File: config.mk
export PLATFORM = sky130hd
export DESIGN_NAME = immediate_narrow_packer
export DESIGN_NICKNAME = d
export VERILOG_FILES = /design/src/rtl/immediate_narrow_packer_pkg.sv /design/src/rtl/immediate_narrow_packer_narrow_field.sv /design/src/rtl/immediate_narrow_packer.sv
export SDC_FILE = /design/constraint.sdc
export NUM_CORES = 1
export LEC_CHECK = 0
export ABC_AREA = 1
export CAP_MARGIN = 20
export CORE_MARGIN = 2
export CORE_UTILIZATION = 48
export CTS_CLUSTER_SIZE = 20
export DETAILED_ROUTE_END_ITERATION = 16
export PLACE_DENSITY_LB_ADDON = 0.3
export SLEW_MARGIN = 20
export SYNTH_ARGS = -nofsm -noshare
export SYNTH_HDL_FRONTEND = slang
export SYNTH_SLANG_ARGS = --single-unit
File: constraint.sdc
create_clock -name Clk -period 1.41 [get_ports Clk]
set_input_delay 0.141 -clock Clk [delete_from_list [all_inputs] [get_ports Clk]]
set_output_delay 0.141 -clock Clk [all_outputs]
set_load 0.01 [all_outputs]
File: src/rtl/immediate_narrow_packer_pkg.sv
// Shared widths, saturation limits and FSM state type for the narrow immediate packer.
// Latency: n/a (declarations only).
// Backpressure: n/a.
package imm_pkg;

    localparam int IN_W    = 8;
    localparam int FIELD_W = 2;
    localparam int FIELDS  = 4;
    localparam int IDX_W   = $clog2(FIELDS);
    localparam int CNT_W   = 3;

    // Largest and smallest values a signed FIELD_W-bit field can hold.
    localparam logic [FIELD_W-1:0] FIELD_MAX = 2'b01;
    localparam logic [FIELD_W-1:0] FIELD_MIN = 2'b10;

    typedef enum logic {
        FILL = 1'b0,
        HOLD = 1'b1
    } state_t;

endpackage

File: src/rtl/immediate_narrow_packer_narrow_field.sv
// Narrows one signed IN_W operand to a signed FIELD_W field (saturate or truncate) and flags overflow.
// Latency: combinational, zero cycles.
// Backpressure: none; purely a function of i_data.
// Ports: i_data (signed operand in), o_field (narrowed field out), o_ovf (operand did not fit).
module narrow_field
    import imm_pkg::*;
#(
    parameter bit SATURATE = 1'b1
) (
    input  logic [IN_W-1:0]    i_data,
    output logic [FIELD_W-1:0] o_field,
    output logic               o_ovf
);

    // The operand fits when every bit from the sign bit down to the field's own
    // sign bit is identical, i.e. the upper bits are pure sign extension.
    logic [IN_W-FIELD_W:0] w_upper;
    logic                  w_fits;

    assign w_upper = i_data[IN_W-1:FIELD_W-1];
    assign w_fits  = (&w_upper) | ~(|w_upper);
    assign o_ovf   = ~w_fits;

    always_comb begin
        o_field = i_data[FIELD_W-1:0];
        if (!w_fits && SATURATE) begin
            o_field = i_data[IN_W-1] ? FIELD_MIN : FIELD_MAX;
        end
    end

endmodule

File: src/rtl/immediate_narrow_packer.sv
// Packs up to FIELDS narrowed operands LSB-first into one IN_W word, with per-field overflow flags.
// Latency: Out_Valid rises the cycle after the closing operand is accepted.
// Backpressure: In_Ready drops while a finished word waits in HOLD; words are never overlapped with input.
// Ports: Clk/Rst (async active-high), In_Valid/In_Ready/In_Data/In_Last operand stream,
//        Out_Valid/Out_Ready/Out_Data/Out_Count/Out_Ovf packed word, Clr_Stats/Ovf_Count statistics.
module immediate_narrow_packer
    import imm_pkg::*;
#(
    parameter bit SATURATE = 1'b1
) (
    input  logic              Clk,
    input  logic              Rst,
    input  logic              In_Valid,
    output logic              In_Ready,
    input  logic [IN_W-1:0]   In_Data,
    input  logic              In_Last,
    output logic              Out_Valid,
    input  logic              Out_Ready,
    output logic [IN_W-1:0]   Out_Data,
    output logic [CNT_W-1:0]  Out_Count,
    output logic [FIELDS-1:0] Out_Ovf,
    input  logic              Clr_Stats,
    output logic [7:0]        Ovf_Count
);

    localparam logic [IDX_W-1:0] LAST_IDX = IDX_W'(FIELDS - 1);

    state_t             r_state;
    state_t             w_state_nxt;
    logic [IDX_W-1:0]   r_idx;
    logic [CNT_W-1:0]   r_cnt;
    logic [IN_W-1:0]    r_acc;
    logic [FIELDS-1:0]  r_ovf;
    logic [7:0]         r_ovf_cnt;

    logic [FIELD_W-1:0] w_field;
    logic               w_ovf;
    logic               w_accept;
    logic               w_xfer;

    narrow_field #(
        .SATURATE (SATURATE)
    ) u_narrow (
        .i_data  (In_Data),
        .o_field (w_field),
        .o_ovf   (w_ovf)
    );

    always_comb begin
        w_state_nxt = r_state;
        w_accept    = 1'b0;
        w_xfer      = 1'b0;
        case (r_state)
            FILL: begin
                if (In_Valid) begin
                    w_accept = 1'b1;
                    if (r_idx == LAST_IDX || In_Last) begin
                        w_state_nxt = HOLD;
                    end
                end
            end
            HOLD: begin
                if (Out_Ready) begin
                    w_xfer      = 1'b1;
                    w_state_nxt = FILL;
                end
            end
            default: w_state_nxt = FILL;
        endcase
    end

    always_ff @(posedge Clk or posedge Rst) begin
        if (Rst) begin
            r_state <= FILL;
            r_idx   <= '0;
            r_cnt   <= '0;
            r_acc   <= '0;
            r_ovf   <= '0;
        end else begin
            r_state <= w_state_nxt;
            if (w_accept) begin
                for (int k = 0; k < FIELDS; k++) begin
                    if (r_idx == IDX_W'(k)) begin
                        r_acc[k*FIELD_W +: FIELD_W] <= w_field;
                        r_ovf[k]                    <= w_ovf;
                    end
                end
                // Wraps to 0 after the last field; HOLD blocks further writes anyway.
                r_idx <= r_idx + 1'b1;
                r_cnt <= r_cnt + 1'b1;
            end else if (w_xfer) begin
                r_idx <= '0;
                r_cnt <= '0;
                r_acc <= '0;
                r_ovf <= '0;
            end
        end
    end

    // A clear coinciding with a counted overflow keeps that overflow, so the count restarts at 1.
    always_ff @(posedge Clk or posedge Rst) begin
        if (Rst) begin
            r_ovf_cnt <= '0;
        end else if (w_accept && w_ovf) begin
            if (Clr_Stats) begin
                r_ovf_cnt <= 8'd1;
            end else if (r_ovf_cnt != 8'hFF) begin
                r_ovf_cnt <= r_ovf_cnt + 8'd1;
            end
        end else if (Clr_Stats) begin
            r_ovf_cnt <= '0;
        end
    end

    assign In_Ready  = (r_state == FILL);
    assign Out_Valid = (r_state == HOLD);
    assign Out_Data  = r_acc;
    assign Out_Count = r_cnt;
    assign Out_Ovf   = r_ovf;
    assign Ovf_Count = r_ovf_cnt;

endmodule

# Yosys cells after proc, flatten, opt, wreduce, memory -nomap -nowiden
# Index checks and enable logic that the tools add are counted.
[totals]
romBits = 0
register_bits = 26
word_cells = 70
ram_bits = 0
latch_bits = 0
n_memories = 0
[op_classes]
magnitude_cmp = 0
n_div = 0
n_addsub = 3
n_mul = 0
bitwise_logic = 4
shifts = 0
mux = 30
eq_ne = 8
n_reduce_logical = 13
[op_table]
columns = ["operator", "n"]
rows = [
  ["two-way mux 8 bit", 6],
  ["two-way mux 2 bit", 8],
  ["two-way mux 1 bit", 11],
  ["AND reduction 2 bit", 5],
  ["adder 8 x 1 -> 8 bit, second input constant", 1],
  ["two-way mux 4 bit", 2],
  ["!= test 2 x 1 -> 1 bit, second input constant", 4],
  ["!= test 8 bit, second input constant", 1],
  ["AND reduction 7 bit", 1],
  ["OR reduction 7 bit", 1],
  ["two-way mux 3 bit", 2],
  ["nonzero test 2 bit", 3],
  ["equality test 2 bit, second input constant", 2],
  ["adder 3 x 1 -> 3 bit, second input constant", 1],
  ["NOT 1 bit", 3],
  ["adder 2 x 1 -> 2 bit, second input constant", 1],
  ["equality test 2 x 1 -> 1 bit, second input constant", 1],
  ["zero test 2 bit", 1],
  ["one-hot mux 1 bit (2 select lines)", 1],
  ["logical AND 1 bit", 1],
  ["logical OR 1 bit", 1],
  ["OR 1 bit", 1],
]

# Depth between registers and ports, before layout
# Gate-level depths: netlist of the first run.
[depth]
depth_word = 7
depth_mapped = 9
depth_no_buf = 8

# By module
# From an unflattened synthesis of the first run, not the netlist that was laid out.
[unflattened]
cells_unflattened = 194
area_unflattened_um2 = 1453.9
[modules_own_cells]
columns = ["module", "instances", "cells_each", "area_each_um2", "seq_area_each_um2"]
rows = [
  ["immediate_narrow_packer", 1, 168, 1348.8, 650.6],
  ["narrow_field", 1, 26, 105.1, 0.0],
]

# Worst setup path after synthesis of the first run
# Ideal clock, no wire load.
[synth_timing]
path_kind = "reg2reg"
startpoint = "register r_ovf_cnt[0] (netlist: Ovf_Count[0])"
endpoint = "register r_ovf_cnt[6] (netlist: Ovf_Count[6])"
slack_ns = 0.084
setup_time_ns = 0.118
stages_incl_launch_ff = 9
period_less_slack_ns = 1.326
arrival_ns = 1.208
cell_sequence = "dfrtp_1 -> ha_1 -> nand2_2 -> nor2_1 -> nand2_1 -> xor2_1 -> clkinv_1 -> nand2_1 -> nand2_1"
[synth_via]
elab_chain_cells = 4
word_cells_on_any_way = 7
classes_between = "1 x add/sub; 1 x eq/ne; 3 x mux; 2 x reduce/logical"
[synth_rtl]
columns = ["item", "line_no", "rtl"]
rows = [
  ["start, declared", "immediate_narrow_packer.sv:34", "logic [7:0] r_ovf_cnt;"],
  ["start signal, assigned", "immediate_narrow_packer.sv:108", "r_ovf_cnt <= r_ovf_cnt + 8'd1;"],
  ["adder 8 x 1 -> 8 bit", "immediate_narrow_packer.sv:108", ""],
  ["two-way mux 8 bit", "immediate_narrow_packer.sv:107", "end else if (r_ovf_cnt != 8'hFF) begin"],
  ["two-way mux 8 bit", "immediate_narrow_packer.sv:105", "if (Clr_Stats) begin"],
  ["two-way mux 8 bit", "immediate_narrow_packer.sv:104", "end else if (w_accept && w_ovf) begin"],
]
# Parallel ways exist; a longest one is shown, timed or not. The select of a mux whose other input is x is not followed.
# A chain may end at the register's enable or synchronous reset.

# Final worst setup path of the first run
# Same ends and word-level chain as after synthesis.

==> run_results.csv, run 1 <==
group,metric,value,unit
clock_network,cts_num_sinks,26,
global_route,grt_use_total,0.208,
logic_synthesis,ys_types,29,
route,drtPass1Iterations,4,
logic_synthesis,synthFlopType,"dfrtp_1",
final_layout,fillers,227,
die,dieArea,3650,µm²
die,initial_core_util,0.504,
critical_path,regToRegEndpoint,"Ovf_Count[6]$_DFFE_PP0P_",
power_and_ir_drop,leakagePower,1.46,nW
critical_path,cp-start-kind,"register",
logic_synthesis,syn_avg_cell_area,7.95,µm²
placement,place_congestion,0.901,
critical_path,ff2ff_path_depth,8,
logic_synthesis,synth_nets,212,
timing,setup_violations,0,
die,die_h,60.4,µm
timing,fin_crit_sh,0.972,
power_and_ir_drop,power_density,1250,nW/µm²
power_and_ir_drop,ir_worst_vdd,0.935,mV
critical_path,required,1.65,ns
final_layout,diodes,0,
die,die_w,60.4,µm
die,core,3030,µm²
timing,fin_crit,1.37,ns
timing,max_freq,0.730,GHz
power_and_ir_drop,finalPower,2.84,mW
die,row_count,20,
critical_path,crit_path_max_fanout,5,
global_route,gr-total-overflow,0,
final_layout,fin_nets,277,
final_layout,area_growth,48.3,%
route,postRouteAntennaNets,0,
clock_network,cts_root_buffer,"clkbuf_4",
clock_network,htreeDepth,1,
logic_synthesis,synth_seq_cells,26,
global_route,antenna_found_initial,0,
logic_synthesis,synth_top_cell_by_area,"dfrtp_1",
logic_synthesis,synth-edff-count,0,
route,vias,1465,
critical_path,critPathKind,"reg -> reg",
logic_synthesis,postSynth.asyncResetShare,1.00,
clock_network,clockBufferDepth,2,
logic_synthesis,synth_area_leaders,"dfrtp_1 43%, nand2_1 16%, ha_1 4.9%",
logic_synthesis,synth_top_area_frac,0.426,
hold_path,hold_class,"in -> async",
run_status,status,"completed",
flow_run,max_cap_violations,0,
timing,fin_skew,0.00319,ns
logic_synthesis,syn_area,1530,µm²
timing,hold_viol,0,
global_route,grt_first_pass_wirelength,5640,µm
timing,setup-tns-final,0,ns
timing,tightest_slew,0.497,ns
critical_path,cp_data_arrival_time,1.61,ns
route,wl_per_cell,12.0,µm
timing,drv_slew,0,
logic_synthesis,synth_cells,192,
critical_path,rrSetupSlack,0.04,ns
global_route,grt_pass1_vias,1340,
logic_synthesis,yosysWarnings,0,
critical_path,endpoint_kind,"register",
clock_network,cts_made_buffers,3,
timing,slew_headroom,0.668,
global_route,grt_start_max_net_pins,27,
logic_synthesis,synthTopCellsByCount,"65 x nand2_1, 26 x dfrtp_1, 18 x inv_1",
final_layout,multi_input_area,825,µm²
clock_network,ctsHoldBuffers,0,
logic_synthesis,synth_seq_area_share,0.426,
route,vias_per_cell,4.90,
critical_path,rr_startpoint,"Ovf_Count[0]$_DFFE_PP0P_",
logic_synthesis,synthMostInstantiatedCell,"nand2_1",
final_layout,drive_gt1_frac,0.259,
route,drcViolationCount,0,
final_layout,ff_latch_area,653,µm²
route,wirelength,3600,µm
placement,dp_hpwl,2380,µm
placement,numPortBuffers,38,
clock_network,cts_tree,"done",
clock_network,path_clk_slew,0.13,ns
clock_network,clk_latency,0.32,ns
route,drt_iter0_drc,118,
die,pin_count,39,
worst max-delay path by stage:
stage	from	end	slack, ns	depth (start not counted)
2_1_floorplan	Ovf_Count[0]$_DFFE_PP0P_	Ovf_Count[6]$_DFFE_PP0P_	0.08	8
3_3_place_gp	In_Data[1]	Ovf_Count[3]$_DFFE_PP0P_	0.02	8
3_5_place_dp	In_Data[1]	Ovf_Count[3]$_DFFE_PP0P_	-0.02	8
4_1_cts	Ovf_Count[0]$_DFFE_PP0P_	Ovf_Count[5]$_DFFE_PP0P_	-0.03	8
5_1_grt	Ovf_Count[0]$_DFFE_PP0P_	Ovf_Count[6]$_DFFE_PP0P_	-0.04	8
6_report	Ovf_Count[0]$_DFFE_PP0P_	Ovf_Count[6]$_DFFE_PP0P_	0.04	8
flip-flops by register name, indices dropped and copies added (netlist names):
signal	flops
Out_Ovf	4
Ovf_Count	8
Out_Count	3
Out_Data	8
r_idx	2
Out_Valid	1
worst max-delay path: stages (launching register included):
cell	delay, ns
dfrtp_1	0.42
buf_6	0.12
ha_4	0.16
nand2_4	0.07
nor2_2	0.05
nand2_2	0.12
nand4_4	0.17
nand3_2	0.11
nand2_1	0.06
logic make-up after synthesis:
group,synth area share
compound gates,0.0623
flops,0.426
xor+xnor,0.00574
buf+inv,0.0811
simple gates,0.375
fa+ha+maj,0.0492
area by class of cell:
type	count	share of cell area
multi-input combinational	139	0.364
sequential	26	0.289
timing repair buffer	61	0.265
inverter	26	0.0475
tap	44	0.0243
clock buffer	3	0.00995
cell usage in the layout (no fill, tap or decap), types with 4 or more instances in the layout:
cell type        count
nand2_1             65
dfrtp_1             24
buf_4               22
dlymetal6s2s_1      21
inv_1               18
clkdlybuf4s50_1     13
nor2_1              10
nand3_1              9
nand2_4              6
nor2_2               6
nand3_2              6
inv_2                5
nand4_1              5
ha_1                 5
o21ai_0              4
o21ai_1              4
routing by layer:
layer | vias to the layer above | track usage | wire length (µm)
li1 | 742 | - | -
met1 | 680 | 0.267 | 1540
met2 | 36 | 0.352 | 1850
met3 | 7 | 0.0448 | 167
met4 | 0 | 0.0635 | 40
met5 | - | 0 | 0
metrics by stage:
stage	hold slack, ns	setup WS, ns	instance area [µm²]	instances	util
final	0.155	0.0398	2260	299	0.748
after detailed placement	0.461	-0.0169	2000	279	0.660
after floorplan	0.181	0.0837	1530	192	-
after global routing	0.179	-0.0427	2260	299	0.748
after CTS	0.159	-0.0287	2100	293	0.694
after global placement	0.456	0.0159	2000	279	0.660
power by group:
part / leakage [nW] / internal, mW / switching [mW] / total [mW]
clock network: 0.0138 / 0.100 / 0.217 / 0.318
logic: 1.10 / 0.698 / 0.737 / 1.44
registers: 0.343 / 0.963 / 0.121 / 1.08
total: 1.46 / 1.76 / 1.08 / 2.84
what timing repair did:
item / CTS / global route
pin swaps: 1 / 9
setup buffers: 11 / 5
gates cloned: 0 / 1
resized for setup: 6 / 36
setup endpoints to repair: 13 / 32
Power figures use the tool's default switching activity.
==> run 2: changes to the inputs <==
- CORE_UTILIZATION: 48 -> 52
- clock period: 1.41 -> 1.6 ns (I/O delays scaled with it)
==> run 2 against run 1 <==
Compared with the run above:
- cell count is 11% lower
- clock power grew 6%
- sequential cell count is the same
- non-clock buffer count is 21 lower
- core utilization down 3.4 points
- global-route usage up 0.56 points
- critical path depth decreased by 7
- critical endpoint is now Ovf_Count[5]
- largest power group unchanged
==> run_results.csv, run 2 (same netlist as run 1, synthesis figures left out) <==
group,metric,value,unit
critical_path,rr_startpoint,"Ovf_Count[0]$_DFFE_PP0P_",
timing,tightest_slew,0.368,ns
critical_path,path_buf_inv,1,
final_layout,fin_nets,255,
power_and_ir_drop,finalPower,2.41,mW
clock_network,cts_tree,"done",
timing,drv_slew,0,
timing,max_freq,0.657,GHz
die,initial_core_util,0.549,
critical_path,cp-start-kind,"register",
critical_path,crit_path_start,"Ovf_Count[5]$_DFFE_PP0P_",
run_status,status,"completed",
critical_path,ff2ff_path_depth,8,
critical_path,crit_chain,"clkdlybuf4s50_1",
critical_path,endpoint_kind,"primary output",
final_layout,area_growth,30.0,%
global_route,grt_first_pass_wirelength,5660,µm
power_and_ir_drop,power_switching,0.895,mW
timing,slew_headroom,0.754,
timing,setup_violations,0,
critical_path,cp_data_arrival_time,1.36,ns
placement,place_area,1940,µm²
final_layout,fin_cells,265,
route,drtPass1Iterations,4,
global_route,gr-total-overflow,0,
power_and_ir_drop,cellInternalPower,1.52,mW
critical_path,critPathKind,"reg -> out",
global_route,grt_start_max_net_pins,27,
final_layout,final_common_cell,"nand2_1",
global_route,grt_pass1_vias,1303,
timing,setup-tns-final,0,ns
hold_path,hold_class,"in -> async",
final_layout,drive_gt1_frac,0.145,
critical_path,rrSetupSlack,0.19,ns
die,core,2780,µm²
power_and_ir_drop,clkPwrFrac,0.140,
placement,dp_hpwl,2330,µm
placement,place_congestion,0.790,
global_route,grt_use_total,0.213,
clock_network,cts_made_buffers,3,
clock_network,ctsHoldBuffers,0,
critical_path,slowest_stage,"clkdlybuf4s50_1",
flow_run,max_cap_violations,0,
timing,hold_ws,0.178,ns
timing,fin_crit,1.52,ns
route,drt_iter0_drc,32,
critical_path,required,1.44,ns
power_and_ir_drop,p_seq_frac,0.412,
placement,numPortBuffers,38,
die,dieArea,3380,µm²
power_and_ir_drop,p_sw_frac,0.371,
clock_network,htreeDepth,1,
clock_network,cts_root_buffer,"clkbuf_4",
placement,place_inst,261,
timing,fin_skew,0.00361,ns
power_and_ir_drop,leakagePower,1.00,nW
clock_network,cts_num_sinks,26,
critical_path,regToRegEndpoint,"Ovf_Count[6]$_DFFE_PP0P_",
die,pin_count,39,
critical_path,path_delay_family,"buffers and inverters",
critical_path,path_depth,1,
die,die_w,58.2,µm
power_and_ir_drop,ir_worst_vdd,0.974,mV
timing,fin_crit_sh,0.951,
route,vias,1302,
power_and_ir_drop,power_density,1220,nW/µm²
route,wl_per_cell,11.6,µm
critical_path,timing.critical_path.to,"Ovf_Count[5]",
clock_network,clockBufferDepth,2,
die,die_h,58.2,µm
final_layout,final_cell_mix,"65 x nand2_1, 37 x clkdlybuf4s50_1, 25 x dfrtp_1",
final_layout,fin_area,1980,µm²
timing,rsz0062_at_grt,"no",
global_route,antenna_found_initial,0,
die,row_count,19,
route,wirelength,3060,µm
timing,hold_viol,0,
clock_network,path_clk_slew,0.14,ns
critical_path,cpPeakStageDelay,0.57,ns
power_and_ir_drop,pwr-share-comb,0.448,
critical_path,crit_path_max_fanout,7,
final_layout,diodes,0,
route,drcViolationCount,0,
route,vias_per_cell,4.91,
route,postRouteAntennaNets,0,
clock_network,clk_latency,0.32,ns
run 2: repair_timing:
item | CTS | global route
endpoints found under the setup margin | 0 | 2
buffers inserted | 0 | 0
gates resized for setup | 0 | 2
run 2: how the worst min path moves through the flow:
stage / from / to / slack [ns] / depth (start not counted)
after global routing: Rst / Out_Ovf[1]$_DFFE_PP0P_ / 0.18 / 3
after global placement: Out_Data[5]$_DFFE_PP0P_ / Out_Data[5]$_DFFE_PP0P_ / 0.47 / 2
after CTS: Rst / Ovf_Count[6]$_DFFE_PP0P_ / 0.18 / 3
after floorplan: Rst / Out_Count[0]$_DFFE_PP0P_ / 0.20 / 1
final: Rst / Out_Ovf[1]$_DFFE_PP0P_ / 0.18 / 3
after detailed placement: Out_Data[3]$_DFFE_PP0P_ / Out_Data[3]$_DFFE_PP0P_ / 0.46 / 2
run 2: layout make-up:
type                       count  area, µm²
fill                         220        797
multi-input combinational    138        752
sequential                    26        652
timing repair buffer          40        398
inverter                      26        108
tap                           31       38.8
clock buffer                   4       36.3
run 2: per-layer routing:
metal / up-vias / track usage / share of wire
li1: 693 / - / -
met1: 582 / 0.278 / 0.48
met4: 0 / 0.0764 / 0.012
met2: 23 / 0.369 / 0.47
met3: 4 / 0.0223 / 0.031
met5: - / 0 / 0
run 2: power groups by stage:
stage / sequential, mW / clock (mW) / combinational (mW)
2_1_floorplan: 1.07 / 0 / 0.519
3_3_place_gp: 1.01 / 0 / 1.08
3_5_place_dp: 1.00 / 0 / 1.10
4_1_cts: 0.991 / 0.340 / 1.10
5_1_grt: 1.02 / 0.372 / 1.21
6_report: 0.994 / 0.337 / 1.08
run 2: per-stage QoR:
step                 util  worst slack, ns
CTS                 0.712           0.0387
detailed placement  0.699            0.132
finish              0.713           0.0786
floorplan               -            0.274
global route        0.713          0.00938
global placement    0.699            0.160
